===== src/rtl/freq_meter_pkg.sv =====
// Shared types and width helpers for the gated-window frequency counter.
package freq_meter_pkg;

  typedef enum logic [1:0] {
    IDLE  = 2'd0,
    GATE  = 2'd1,
    STORE = 2'd2
  } state_e;

  // Timer width for a count of 0..gate_cycles-1; never narrower than one bit.
  function automatic int timer_width(input int gate_cycles);
    return (gate_cycles > 2) ? $clog2(gate_cycles) : 1;
  endfunction

endpackage


===== src/rtl/freq_counter_avg_edge_sync.sv =====
// Multi-flop synchroniser for an asynchronous input followed by a registered
// rising-edge detector; rise is a one-cycle pulse per synchronised 0->1 transition.
module edge_sync #(
  parameter int SYNC_STAGES = 2
) (
  input  logic clk,
  input  logic reset_n,
  input  logic d,
  output logic rise
);

  logic [SYNC_STAGES-1:0] sync_q;
  logic                   prev_q;
  logic                   rise_q;

  always_ff @(posedge clk or negedge reset_n) begin
    if (!reset_n) begin
      sync_q <= '0;
      prev_q <= 1'b0;
      rise_q <= 1'b0;
    end else begin
      sync_q <= {sync_q[SYNC_STAGES-2:0], d};
      prev_q <= sync_q[SYNC_STAGES-1];
      rise_q <= sync_q[SYNC_STAGES-1] & ~prev_q;
    end
  end

  assign rise = rise_q;

endmodule


===== src/rtl/freq_counter_avg.sv =====
// Gated-window frequency counter: counts rising edges of sig_in over GATE_CYCLES
// clocks and keeps a running average of the last 2^AVG_LOG2 window counts.
module freq_counter_avg
  import freq_meter_pkg::*;
#(
  parameter int GATE_CYCLES = 100_000_000,
  parameter int CNT_W       = 27,
  parameter int AVG_LOG2    = 2,
  parameter int SYNC_STAGES = 2
) (
  input  logic             clk,
  input  logic             reset_n,
  input  logic             sig_in,
  input  logic             start,
  input  logic             cont,
  input  logic             clr,
  output logic             busy,
  output logic             done,
  output logic [CNT_W-1:0] freq,
  output logic [CNT_W-1:0] avg,
  output logic             avg_valid,
  output logic             ovf
);

  localparam int DEPTH = 1 << AVG_LOG2;
  localparam int TW    = timer_width(GATE_CYCLES);
  localparam int PW    = (AVG_LOG2 > 0) ? AVG_LOG2 : 1;
  localparam int FW    = AVG_LOG2 + 1;
  localparam int SW    = CNT_W + AVG_LOG2;
  localparam logic [CNT_W-1:0] CNT_MAX = '1;

  state_e           state_q;
  logic [TW-1:0]    timer_q;
  logic [CNT_W-1:0] cnt_q, cnt_d;
  logic             ovf_cnt_q, ovf_cnt_d;
  logic [CNT_W-1:0] buf_q [DEPTH];
  logic [SW-1:0]    sum_q, sum_d;
  logic [PW-1:0]    wptr_q, wptr_d;
  logic [FW-1:0]    fill_q;
  logic             busy_q, done_q, avg_valid_q, ovf_q;
  logic [CNT_W-1:0] freq_q, avg_q;
  logic             rise_w;
  logic             timer_last;

  edge_sync #(
    .SYNC_STAGES (SYNC_STAGES)
  ) u_edge_sync (
    .clk     (clk),
    .reset_n (reset_n),
    .d       (sig_in),
    .rise    (rise_w)
  );

  // Saturating edge counter; the flag records that at least one edge was lost.
  always_comb begin
    // NOTE: defaults first so every path assigns both outputs and no latch is inferred.
    cnt_d     = cnt_q;
    ovf_cnt_d = ovf_cnt_q;
    if (rise_w) begin
      if (cnt_q == CNT_MAX) ovf_cnt_d = 1'b1;
      else                  cnt_d     = cnt_q + CNT_W'(1);
    end
  end

  assign timer_last = (timer_q == TW'(GATE_CYCLES - 1));
  assign sum_d      = sum_q + SW'(cnt_d) - SW'(buf_q[wptr_q]);
  assign wptr_d     = (wptr_q == PW'(DEPTH - 1)) ? '0 : wptr_q + PW'(1);

  // The store updates land on the edge entering STORE so that freq/avg/done
  // become visible together during the STORE cycle; clr sampled on that edge wins.
  always_ff @(posedge clk or negedge reset_n) begin
    if (!reset_n) begin
      state_q     <= IDLE;
      timer_q     <= '0;
      cnt_q       <= '0;
      ovf_cnt_q   <= 1'b0;
      sum_q       <= '0;
      wptr_q      <= '0;
      fill_q      <= '0;
      busy_q      <= 1'b0;
      done_q      <= 1'b0;
      freq_q      <= '0;
      avg_q       <= '0;
      avg_valid_q <= 1'b0;
      ovf_q       <= 1'b0;
      // NOTE: the window is reset because the running sum assumes zeroed slots.
      for (int i = 0; i < DEPTH; i++) buf_q[i] <= '0;
    end else begin
      // NOTE: non-blocking everywhere so every register sees pre-edge values.
      done_q <= 1'b0;

      if (clr) begin
        for (int i = 0; i < DEPTH; i++) buf_q[i] <= '0;
        sum_q       <= '0;
        wptr_q      <= '0;
        fill_q      <= '0;
        avg_valid_q <= 1'b0;
      end

      case (state_q)
        IDLE: begin
          if (start || cont) begin
            state_q   <= GATE;
            timer_q   <= '0;
            cnt_q     <= '0;
            ovf_cnt_q <= 1'b0;
            busy_q    <= 1'b1;
          end
        end

        GATE: begin
          timer_q   <= timer_q + TW'(1);
          cnt_q     <= cnt_d;
          ovf_cnt_q <= ovf_cnt_d;
          if (timer_last) begin
            state_q <= STORE;
            done_q  <= 1'b1;
            freq_q  <= cnt_d;
            ovf_q   <= ovf_cnt_d;
            if (clr) begin
              avg_q <= '0;
            end else begin
              buf_q[wptr_q] <= cnt_d;
              sum_q         <= sum_d;
              wptr_q        <= wptr_d;
              avg_q         <= sum_d[SW-1:AVG_LOG2];
              avg_valid_q   <= (fill_q >= FW'(DEPTH - 1));
              if (fill_q != FW'(DEPTH)) fill_q <= fill_q + FW'(1);
            end
          end
        end

        STORE: begin
          if (cont) begin
            state_q   <= GATE;
            timer_q   <= '0;
            cnt_q     <= '0;
            ovf_cnt_q <= 1'b0;
          end else begin
            state_q <= IDLE;
            busy_q  <= 1'b0;
          end
        end

        default: state_q <= IDLE;
      endcase
    end
  end

  assign busy      = busy_q;
  assign done      = done_q;
  assign freq      = freq_q;
  assign avg       = avg_q;
  assign avg_valid = avg_valid_q;
  assign ovf       = ovf_q;

endmodule


===== config.mk =====
export PLATFORM = sky130hd
export DESIGN_NAME = freq_counter_avg
export DESIGN_NICKNAME = d
export VERILOG_FILES = /design/src/rtl/freq_meter_pkg.sv /design/src/rtl/freq_counter_avg_edge_sync.sv /design/src/rtl/freq_counter_avg.sv
export SDC_FILE = /design/constraint.sdc
export NUM_CORES = 1
export LEC_CHECK = 0
export ABC_AREA = 1
export CORE_UTILIZATION = 55
export CTS_CLUSTER_SIZE = 16
export DETAILED_ROUTE_END_ITERATION = 8
export GPL_TIMING_DRIVEN = 0
export PLACE_DENSITY = 0.78
export SYNTH_ARGS = -nofsm -noshare
export SYNTH_HDL_FRONTEND = slang
export SYNTH_SLANG_ARGS = --single-unit

===== constraint.sdc =====
create_clock -name clk -period 5.05 [get_ports clk]
set_clock_uncertainty 0.2 [all_clocks]
set_input_delay 0.7575 -clock clk [delete_from_list [all_inputs] [get_ports clk]]
set_output_delay 0.7575 -clock clk [all_outputs]
set_load 0.02 [all_outputs]

After elaboration in Yosys (flattened, before gate mapping)
Index checks and enable logic that the tools add are counted.
{"block": "word_totals", "register_bits": 261, "latch_bits": 0, "mem_bits_rw": 0, "romBits": 0, "output_inout_bits": 58, "elab_cells": 100, "mem_count": 0}
{"block": "op_classes", "addsub": 6, "mul": 0, "div_mod_pow": 0, "magnitude_cmp": 3, "eq_ne": 10, "shifts": 0, "mux": 49, "n_bitwise": 3, "n_reduce_logical": 9}
{"operator": "2-to-1 mux 108 bit", "n": 4}
{"operator": "2-to-1 mux 27 bit", "n": 8}
{"operator": "case mux 27 bit (3 select lines)", "n": 2}
{"operator": "2-to-1 mux 29 bit", "n": 4}
{"operator": "bitwise mux 108 bit", "n": 1}
{"operator": "adder 27 x 1 -> 27 bit, second input constant", "n": 2}
{"operator": "binary-select mux 27 bit (select 2 bit)", "n": 1}
{"operator": "demux 27 bit (select 2 bit)", "n": 1}
{"operator": "== test 27 bit, second input constant", "n": 2}
{"operator": "adder 29 x 27 -> 29 bit", "n": 1}
{"operator": "subtractor 29 x 27 -> 29 bit", "n": 1}
{"operator": "2-to-1 mux 3 bit", "n": 5}
{"operator": "2-to-1 mux 2 bit", "n": 7}
{"operator": "2-to-1 mux 1 bit", "n": 13}
{"operator": "!= test 2 bit, second input constant", "n": 4}
{"operator": "case mux 2 bit (3 select lines)", "n": 1}
{"operator": "AND reduction 3 bit", "n": 2}
{"operator": "== test 2 bit, second input constant", "n": 2}
{"operator": "AND reduction 2 bit", "n": 2}
{"operator": "adder 3 x 1 -> 3 bit, second input constant", "n": 1}
{"operator": "greater-or-equal comparator 3 x 2 -> 1 bit, second input constant", "n": 1}
{"operator": "greater-or-equal comparator 3 bit, second input constant", "n": 1}
{"operator": "< comparator 3 x 1 -> 1 bit, second input constant", "n": 1}
{"operator": "!= test 3 bit, second input constant", "n": 1}
{"operator": "other kinds (12)", "n": 12}

Logic depth before layout (Yosys ltp)
{"block": "depth", "depth_word": 9, "ltp_mapped": 23}

Modules after synthesis
Synthesis repeated with hierarchy kept, for this count alone.
{"block": "hier_totals", "cells_unflattened": 2314, "area_unflattened_um2": 16077.9}
{"module": "freq_counter_avg", "instances": 1, "cells_per_inst": 2308, "area_each_um2": 15967.8, "seq_area_each_um2": 6431.2}
{"module": "edge_sync", "instances": 1, "cells_per_inst": 6, "area_each_um2": 110.1, "seq_area_each_um2": 100.1}

Least setup slack after synthesis
OpenSTA, ideal clock, no wires.
{"block": "synth_timing", "kind": "register to register", "start": "reg cnt_q[0]", "end": "reg avg_q[21], in the netlist avg[21]", "setup_ps": 119, "arrival_ps": 3266, "setup_slack_ps": 1465, "path_stages_with_launch": 22, "path_buffers": 1, "synth_period_minus_slack_ps": 3585, "path_cell_list": "dfrtp_1 ha_1 inv_1 nor2_4 nand2_2 nor2_2 nand2_1 buf_2 nand3_1 nand2_1 inv_1 fa_1 ha_1 nand2_1 nor2_1 inv_1 nor3_1 nand3_1 nand3_1 nand2_1 nand3_1 nand2_1"}
{"block": "synth_via", "elab_chain_len": 6, "elab_cells_between_ends": 7}
{"item": "start, declared", "line": "freq_counter_avg.sv:34", "source": "logic [CNT_W-1:0] cnt_q, cnt_d;"}
{"item": "start signal, assigned", "line": "freq_counter_avg.sv:113", "source": "cnt_q <= cnt_d;"}
{"item": "adder 27 x 1 -> 27 bit or == test 27 bit (tied branches)", "line": "freq_counter_avg.sv:61, freq_counter_avg.sv:60"}
{"item": "2-to-1 mux 27 bit *", "line": "freq_counter_avg.sv:60", "source": "if (cnt_q == CNT_MAX) ovf_cnt_d = 1'b1;"}
{"item": "2-to-1 mux 27 bit *", "line": "freq_counter_avg.sv:59", "source": "if (rise_w) begin"}
{"item": "named net cnt_d[18]", "line": "freq_counter_avg.sv:34"}
{"item": "adder 29 x 27 -> 29 bit *", "line": "freq_counter_avg.sv:66", "source": "assign sum_d = sum_q + SW'(cnt_d) - SW'(buf_q[wptr_q]);"}
{"item": "subtractor 29 x 27 -> 29 bit *", "line": "freq_counter_avg.sv:66"}
{"item": "2-to-1 mux 27 bit *", "line": "freq_counter_avg.sv:120", "source": "if (clr) begin"}
{"item": "end signal, assigned", "line": "freq_counter_avg.sv:126", "source": "avg_q <= sum_d[SW-1:AVG_LOG2];"}
{"item": "end, declared", "line": "freq_counter_avg.sv:41", "source": "logic [CNT_W-1:0] freq_q, avg_q;"}
Mark *: on every way through the listed nets, which the timed path passes. The rest lies on a longest branch.
A chain may end at the register's enable or synchronous reset.

Worst setup path after layout
{"block": "layout_timing", "start": "reg cnt_q[0]", "end": "reg sum_q[20]"}
{"block": "layout_via", "elab_chain_len": 8, "elab_cells_between_ends": 9}
{"item": "adder 27 x 1 -> 27 bit or == test 27 bit (tied branches)", "line": "freq_counter_avg.sv:61, freq_counter_avg.sv:60"}
{"item": "2-to-1 mux 27 bit *", "line": "freq_counter_avg.sv:60"}
{"item": "2-to-1 mux 27 bit *", "line": "freq_counter_avg.sv:59"}
{"item": "named net cnt_d[11]", "line": "freq_counter_avg.sv:34"}
{"item": "adder 29 x 27 -> 29 bit *", "line": "freq_counter_avg.sv:66"}
{"item": "subtractor 29 x 27 -> 29 bit *", "line": "freq_counter_avg.sv:66"}
{"item": "2-to-1 mux 29 bit *", "line": "freq_counter_avg.sv:120"}
{"item": "2-to-1 mux 29 bit *", "line": "freq_counter_avg.sv:115", "source": "if (timer_last) begin"}
{"item": "2-to-1 mux 29 bit *", "line": "freq_counter_avg.sv:100", "source": "case (state_q)"}
{"item": "end signal, assigned", "line": "freq_counter_avg.sv:124", "source": "sum_q <= sum_d;"}
{"item": "end, declared", "line": "freq_counter_avg.sv:37", "source": "logic [SW-1:0] sum_q, sum_d;"}
Marks and branches as above.

==> results.sh <==
export IMPL_cp_max_fo=10
export IMPL_num_rows=62
export IMPL_place_ws_ns=0.265
export IMPL_worst_slack_ns=0.235
export IMPL_slew_headroom=0.347
export IMPL_clkTransAtPathRegs_ns=0.06
export IMPL_ant_nets=0
export IMPL_drive_gt1_frac=0.0422
export IMPL_dr_pass1_iters=6
export IMPL_diodes=0
export IMPL_clk_path_buf_depth=3
export IMPL_gr_total_overflow=0
export IMPL_syn_avg_cell_area_um2=6.94
export IMPL_startpoint_type="flop"
export IMPL_ys_seq_elements=261
export IMPL_antenna_found_initial=0
export IMPL_synth_area_um2=16100
export IMPL_async_flop_share=1.00
export IMPL_max_clock_freq_ghz=0.208
export IMPL_cts_tree="done"
export IMPL_cts_made_buffers=30
export IMPL_fill_cells=2551
export IMPL_gp_congestion=0.984
export IMPL_grt_max_degree=89
export IMPL_maxCapViolCount=0
export IMPL_power_leakage_nw=9.32
export IMPL_grt_pass1_wl_mm=79.4
export IMPL_root_buffer="clkbuf_16"
export IMPL_tns_ns=0
export IMPL_viasPerCell=5.60
export IMPL_setup_viol=0
export IMPL_design_area_um2=18400
export IMPL_grt_use_total=0.334
export IMPL_power_density_nw_per_um2=471
export IMPL_synth_main_ff_cell="dfrtp_1"
export IMPL_h_tree_depth=1
export IMPL_placed_cells=2769
export IMPL_yosysWarnings=0
export IMPL_clk_latency_ns=0.57
export IMPL_post_dp_cell_area_um2=17300
export IMPL_drt_wirelength_per_cell_um=17.5
export IMPL_rsz0062_at_grt="no"
export IMPL_dieHeight_um=173
export IMPL_synthCells=2320
export IMPL_clock_sinks=261
export IMPL_stdcell_count=2826
export IMPL_drt_wl_total_mm=49.5
export IMPL_layout_nets=2489
export IMPL_die_area_um2=30000
export IMPL_grt_pass1_vias=15200
export IMPL_start_util=0.560
export IMPL_finalPower_mw=8.65
export IMPL_syn_nets=2391
export IMPL_worstSetupPathType="reg2reg"
export IMPL_ys_types=38
export IMPL_synth_edf_count=0
export IMPL_fin_hold_ws_ns=0.171
export IMPL_seqCellArea_um2=6530
export IMPL_port_buffers=63
export IMPL_drv_slew=0
export IMPL_ir_worst_vdd_mv=0.408
export IMPL_ioPinCount=64
export IMPL_core_area_um2=28800
export IMPL_end_kind="flop"
export IMPL_final_util=0.638
export IMPL_period_share=0.953
export IMPL_yosysSeqAreaShare=0.405
export IMPL_die_x_um=173
export IMPL_status="finished clean"
export IMPL_vias=15800
export IMPL_remaining_drc_errors=0
export IMPL_dp_hpwl_mm=37.4
export IMPL_area_growth_synth_to_final_pct=14.0
export IMPL_period_needed_ns=4.82
export IMPL_cp_arrival_ns=5.05
export IMPL_hold_path_class="reg2reg"
export IMPL_cp_required_ns=5.29
export IMPL_tightest_slew_ns=0.973
export IMPL_drtIter0Drc=1375
export IMPL_multi_input_area_um2=8390
export IMPL_finalHoldViolCount=0
-- flip-flops by register name, indices dropped and copies added, names as in the netlist --
name                count
buf_q                 108
sum_q                  29
avg                    27
cnt_q                  27
freq                   27
timer_q                27
fill_q                  3
state_q                 2
u_edge_sync.sync_q      2
wptr_q                  2
avg_valid               1
busy                    1
done                    1
ovf                     1
ovf_cnt_q               1
u_edge_sync.prev_q      1
u_edge_sync.rise        1
-- report_power, final --
| group | switching [mW] | internal (mW) |
|---|---|---|
| Clock | 0.898 | 1.44 |
| Sequential | 0.123 | 2.18 |
| Combinational | 2.81 | 1.20 |
-- layer usage --
metal	global-route usage	wire length (um)	vias to the layer above	share of wire
li1	-	-	7495	-
met1	0.435	20200	7453	0.41
met2	0.546	23000	721	0.46
met3	0.0523	3750	154	0.076
met4	0.161	2530	0	0.051
met5	0	0	-	0
-- worst max-delay path, cell delays in order (launching register included) --
cell	delay (ns)
dfrtp_1	0.50
ha_2	0.33
inv_1	0.09
nor2_4	0.20
nand2_2	0.12
nor2_2	0.19
nand2_1	0.16
buf_2	0.24
nand3_1	0.12
o21ai_2	0.18
inv_1	0.13
fa_1	0.44
ha_1	0.38
nand2_1	0.15
nor2_1	0.41
nand3_1	0.13
nand3b_1	0.22
nand2_1	0.14
nand2_1	0.08
nand2_1	0.05
nand3_1	0.13
nand2_1	0.07
-- layout by cell type (no fill, tap or decap), drive strengths merged, types with 2 or more instances in the layout --
master,Yosys,routed
nand2,961,961
nor2,322,322
dfrtp,261,261
inv,187,187
nand3,124,124
clkbuf,66,110
o21ai,96,96
a21oi,64,64
clkdlybuf4s50,0,62
ha,38,38
xor2,32,32
buf,28,31
fa,27,27
o22ai,26,26
nor3,22,22
nand4,21,21
a32o,18,18
clkinv,1,8
nand3b,7,7
o21bai,5,5
bufinv,0,4
nor4,3,3
xnor2,2,2
a31oi,2,2
or2,2,2
-- cells in the mapped netlist, types with 18 or more instances --
cell type | count | area (um2)
inv_1 | 185 | 694
nor2_1 | 318 | 1190
o21ai_0 | 71 | 355
a21oi_1 | 64 | 320
nand4_1 | 21 | 131
ha_1 | 38 | 475
nand3_1 | 124 | 621
nor3_1 | 21 | 105
dfrtp_1 | 261 | 6530
nand2_1 | 955 | 3580
xor2_1 | 32 | 280
fa_1 | 27 | 541
clkbuf_1 | 66 | 248
o22ai_1 | 26 | 163
a32o_1 | 18 | 180
-- layout make-up --
class | instances | share of cell area
Buffer | 94 | 0.0266
Clock buffer | 44 | 0.0493
Clock inverter | 12 | 0.00886
Inverter | 188 | 0.0384
Multi-Input combinational cell | 1777 | 0.457
Sequential cell | 261 | 0.356
Tap cell | 384 | 0.0262
Timing Repair Buffer | 66 | 0.0381
-- repair_timing --
action	4_1_cts	5_1_grt
resized for setup	0	3
hold endpoints to repair	1	0
hold buffers	1	0
setup endpoints to repair	0	6
buffers inserted	0	0
-- cell families after synthesis --
kind of cell	share of synthesized area
and+or+nand+nor	0.361
DFF	0.405
adders and majority gates	0.0631
xor gates and xnor gates	0.0185
AOI/OAI and AO/OA	0.0777
buffers and inverters	0.0741
-- final timing paths --
kind	from	to	slack (ns)	depth (start not counted)
worst max-delay path	cnt_q[0]	sum_q[20]	0.23	21
worst min-delay path	u_edge_sync.sync_q[0]	u_edge_sync.sync_q[1]	0.17	0
worst max register to register	cnt_q[0]	sum_q[20]	0.23	21
worst min register to register	u_edge_sync.sync_q[0]	u_edge_sync.sync_q[1]	0.17	0
max in group asynchronous	reset_n	avg[24]	2.77	4
min in group asynchronous	reset_n	timer_q[11]	0.56	2
No activity file was read; power rests on OpenSTA's default activity.
==> variant 1 (config.mk and constraints unchanged) <==
The parameter `GATE_CYCLES` goes from 100_000_000 to 50_000_000.
--- a/src/rtl/freq_counter_avg.sv
+++ b/src/rtl/freq_counter_avg.sv
@@ -3,7 +3,7 @@
 module freq_counter_avg
   import freq_meter_pkg::*;
 #(
-  parameter int GATE_CYCLES = 100_000_000,
+  parameter int GATE_CYCLES = 50_000_000,
   parameter int CNT_W       = 27,
   parameter int AVG_LOG2    = 2,
   parameter int SYNC_STAGES = 2
Formal check against the unedited RTL: no difference found for any inputs over 4 cycles, from zero or initial values and one cycle with reset_n low; that may be too few to reach the edited logic, so the function may still have changed.
==> variant 1 against the original RTL <==
  * Sequential cell count fell by 1
  * Routed wire length rose by 4.2%
  * Final area fell by 1.8%
  * Utilization rose by 0.42 points
  * Critical path depth fell by 2
  * Highest routed layer unchanged
  * Synthesized area fell by 1.3%
  * Count of clock-buffer cells in the layout rose by 1
  * Setup slack got worse by 15 ps
  * Total power fell by 0.46%
  * Sequential share of layout area rose by 0.50 points
==> variant 1: results (changes against the original RTL) <==
----------------------------------------------------
[Synthesis]
  Synth Area in Adders ... 6.39% (was 6.31%)
  Post-synthesis sequential area ratio ... 40.9% (was 40.5%)
  Number of unique standard cell types used by synthesis ... 41 (was 38)
  Average size of a mapped cell ... 6.98 µm² (was 6.94 µm²)
  Net count of the mapped netlist ... 2348 (was 2391)
  XOR/XNOR share of the synthesized area ... 1.82% (was 1.85%)
  Largest cells by area after synthesis ... sky130_fd_sc_hd__dfrtp_1, sky130_fd_sc_hd__nand2_1, sky130_fd_sc_hd__nor2_1 (unchanged)
  Synth cell count leaders ... sky130_fd_sc_hd__nand2_1, sky130_fd_sc_hd__nor2_1, sky130_fd_sc_hd__dfrtp_1 (unchanged)

[Routing]
  Routed metal-1 wire length ... 22.0 mm (was 20.2 mm)
  Total length of routed wires ... 51.6 mm (was 49.5 mm)
  Routed met3 length ... 5.07 mm (was 3.75 mm)
  Initial DRC count ... 1788 (was 1375)

[Final layout]
  Net count, final ... 2446 (was 2489)
  Final standard cell count with taps included and fillers excluded ... 2776 (was 2826)
  Fraction of final layout cells sized beyond drive strength 1 ... 4.09% (was 4.22%)

[STA]
  Actual slew at the worst max-slew pin ... 1190 ps (was 973 ps)
  Worst Hold Margin ... 169 ps (was 171 ps)

[Global route]
  Global-route wire length before repair ... 81.1 mm (was 79.4 mm)
  Largest net degree at the start of global routing ... 107 (was 89)
  Via count of the first global-routing pass ... 14776 (was 15191)

[Power and ir drop]
  Net switching fraction of the power ... 45.6% (was 44.3%)
  Proportion of power drawn by combinational gates ... 48.5% (was 46.4%)

[Setup path]
  Maximum net fanout on the critical path ... 5 (was 10)
  Largest stage delay, worst path ... 570 ps (was 500 ps)
  Standard cell with the maximum stage delay on the critical path ... sky130_fd_sc_hd__fa_1 (was sky130_fd_sc_hd__dfrtp_1)
  Worst path arrival time ... 5070 ps (was 5050 ps)

[Placed design]
  Number of placed instances, taps included ... 2720 (was 2769)
  Area after DPL ... 17100 µm² (was 17300 µm²)

[Status]
  Run status ... finished, final reports clean (unchanged)

----------------------------------------------------
variant 1: area by class of cell:
cell class | instances | area (µm²) | area share [%]
Sequential cell | 260 | 6510 | 36.1
Buffer | 92 | 423 | 2.34
Timing Repair Buffer | 66 | 701 | 3.88
Inverter | 188 | 706 | 3.91
Clock inverter | 10 | 75.1 | 0.416
Tap cell | 378 | 473 | 2.62
Clock buffer | 45 | 888 | 4.92
Multi-Input combinational cell | 1737 | 8270 | 45.8
variant 1: final timing paths:
kind                                          to
max                                      avg[17]
min                        u_edge_sync.sync_q[1]
max reg2reg                              avg[17]
min reg2reg                u_edge_sync.sync_q[1]
max in group asynchronous                avg[11]
min in group asynchronous  u_edge_sync.sync_q[0]
variant 1: what timing repair did:
action | CTS | global route
gates resized for setup | 0 | 1
setup endpoints to repair | 0 | 3
hold endpoints to repair | 9 | 0
hold buffers | 1 | 0
==> variant 2 (config.mk and constraints unchanged) <==
Without the edit above. Encoding of `state_e`: now one-hot (3 bits for 3 states).
--- a/src/rtl/freq_meter_pkg.sv
+++ b/src/rtl/freq_meter_pkg.sv
@@ -1,10 +1,10 @@
 // Shared types and width helpers for the gated-window frequency counter.
 package freq_meter_pkg;
 
-  typedef enum logic [1:0] {
-    IDLE  = 2'd0,
-    GATE  = 2'd1,
-    STORE = 2'd2
+  typedef enum logic [2:0] {
+    IDLE  = 3'b001,
+    GATE  = 3'b010,
+    STORE = 3'b100
   } state_e;
 
   // Timer width for a count of 0..gate_cycles-1; never narrower than one bit.
Check against the original RTL: no difference found for any inputs over 4 cycles, from zero or initial values and one cycle with reset_n low; so few cycles prove little.
==> variant 2 against the original RTL <==
  * Synthesized cell count is 0.95% higher
  * Synthesized area is 0.93% higher
  * Count of clock-buffer cells in the layout is 1 lower
  * Routed wire length hardly changed
  * Critical path depth is 1 higher
  * Largest cell class unchanged
  * Total power is 19% lower
  * Sequential share of layout area is 0.14 points higher
  * Sequential cell count is 1 higher
  * Critical path type unchanged
  * Setup slack better by 41 ps
  * Maximum frequency is 0.86% higher
  * Final area hardly changed
==> variant 2: results (changes against the original RTL) <==
----------------------------------------------------
[Synthesis]
  Post-synthesis sequential area ratio ... 40.3% (was 40.5%)
  Count of mapped cells out of synthesis ... 2342 (was 2320)
  Largest cells by area after synthesis ... sky130_fd_sc_hd__dfrtp_1, sky130_fd_sc_hd__nand2_1, sky130_fd_sc_hd__nor2_1 (unchanged)
  Synth Area in Adders ... 6.25% (was 6.31%)
  Share of the synthesized area in compound gates (AO/OA/AOI/OAI) ... 7.37% (was 7.77%)
  Synth cell count leaders ... sky130_fd_sc_hd__nand2_1, sky130_fd_sc_hd__nor2_1, sky130_fd_sc_hd__dfrtp_1 (unchanged)
  Number of unique standard cell types used by synthesis ... 40 (was 38)
  XOR/XNOR share of the synthesized area ... 2.21% (was 1.85%)
  Net count of the mapped netlist ... 2413 (was 2391)

[Final layout]
  Multi-input gates ... 1799 (was 1777)
  Area taken by multi-input logic gates ... 8520 µm² (was 8390 µm²)
  Layout clock buffer count ... 43 (was 44)
  Fraction of final layout cells sized beyond drive strength 1 ... 4.03% (was 4.22%)
  Non-clock buffer total of the final layout ... 161 (was 160)
  Share of the final layout cell area in sequential cells ... 35.7% (was 35.6%)
  Portion of the layout cell area used by non-clock buffers ... 6.46% (was 6.47%)
  Share of final layout cell area taken by clock buffers and inverters ... 5.07% (was 5.81%)
  Net count, final ... 2511 (was 2489)
  Number of inverters outside the clock class in the layout ... 186 (was 188)

[Routing]
  Initial DRC count ... 1546 (was 1375)
  Total length of routed wires ... 49.5 mm (about the same)
  Via Count ... 15857 (was 15823)
  Post-detailed-route via-to-cell ratio ... 5.58 (was 5.60)

[Placed design]
  Global placer's final weighted congestion ... 1.01 (was 0.984)
  DP Wirelength ... 37.8 mm (was 37.4 mm)
  Area after DPL ... 17400 µm² (was 17300 µm²)
  Worst setup slack after placement ... 286 ps (was 265 ps)

[Power and ir drop]
  Power per cell area ... 383 nW/µm² (was 471 nW/µm²)
  Largest vdd supply drop ... 314 µV (was 408 µV)
  Internal Pwr Total ... 0.00422 W (was 0.00482 W)
  Reg power frac ... 33.2% (was 26.6%)
  Cell leakage power ... 9.05 nW (was 9.32 nW)

[Status]
  Run status ... finished, final reports clean (unchanged)

[Global route]
  Global-route wire length before repair ... 79.8 mm (was 79.4 mm)
  Total Routing Usage GR ... 33.2% (was 33.4%)
  Largest net degree at the start of global routing ... 116 (was 89)
  Via count of the first global-routing pass ... 15319 (was 15191)

[Clocking]
  Sink Count ... 262 (was 261)

[Setup path]
  Standard cell with the maximum stage delay on the critical path ... sky130_fd_sc_hd__dfrtp_2 (was sky130_fd_sc_hd__dfrtp_1)
  Path depth of the worst reg2reg path ... 22 (was 21)
  Largest stage delay, worst path ... 470 ps (was 500 ps)
  Capture instance of the worst register-to-register path ... avg[21] (was sum_q[20])

[STA]
  Post-route setup slack ... 276 ps (was 235 ps)
  Relative slew slack ... 30.6% (was 34.7%)

----------------------------------------------------
[variant 2: cell types whose count changed in the layout (fill, tap and decap cells not counted), sizes merged, moves of 4 or more]
cell,change
nand2,+14
a21oi,-10
xor2,+6
buf,+5
clkbuf,-5
nand3,+5
nand3b,+4
nor2,-4
[variant 2: logic make-up (layout without fill, tap and decap cells)]
family                     after synthesis  in the layout
AOI/OAI and AO/OA                      206            206
xor gates and xnor gates                41             41
adders and majority gates               65             65
buffers and inverters                  281            396
DFF                                    262            262
and+or+nand+nor                       1487           1487
[variant 2: routing by layer]
metal  share of wire [%]  GRT usage, %
met2                  47          55.3
met5                   0             0
met1                  41          43.4
met3                 7.3          4.57
met4                 4.7          14.4
[variant 2: metrics by stage]
step / hold slack [ps] / TNS [ps] / utilization (%)
CTS: 164 / 0 / 63.7
global placement: 143 / -2192950 / 60.2
floorplan: 131 / 0 / -
finish: 161 / 0 / 63.7
global route: 165 / 0 / 63.7
detailed placement: 139 / 0 / 60.4
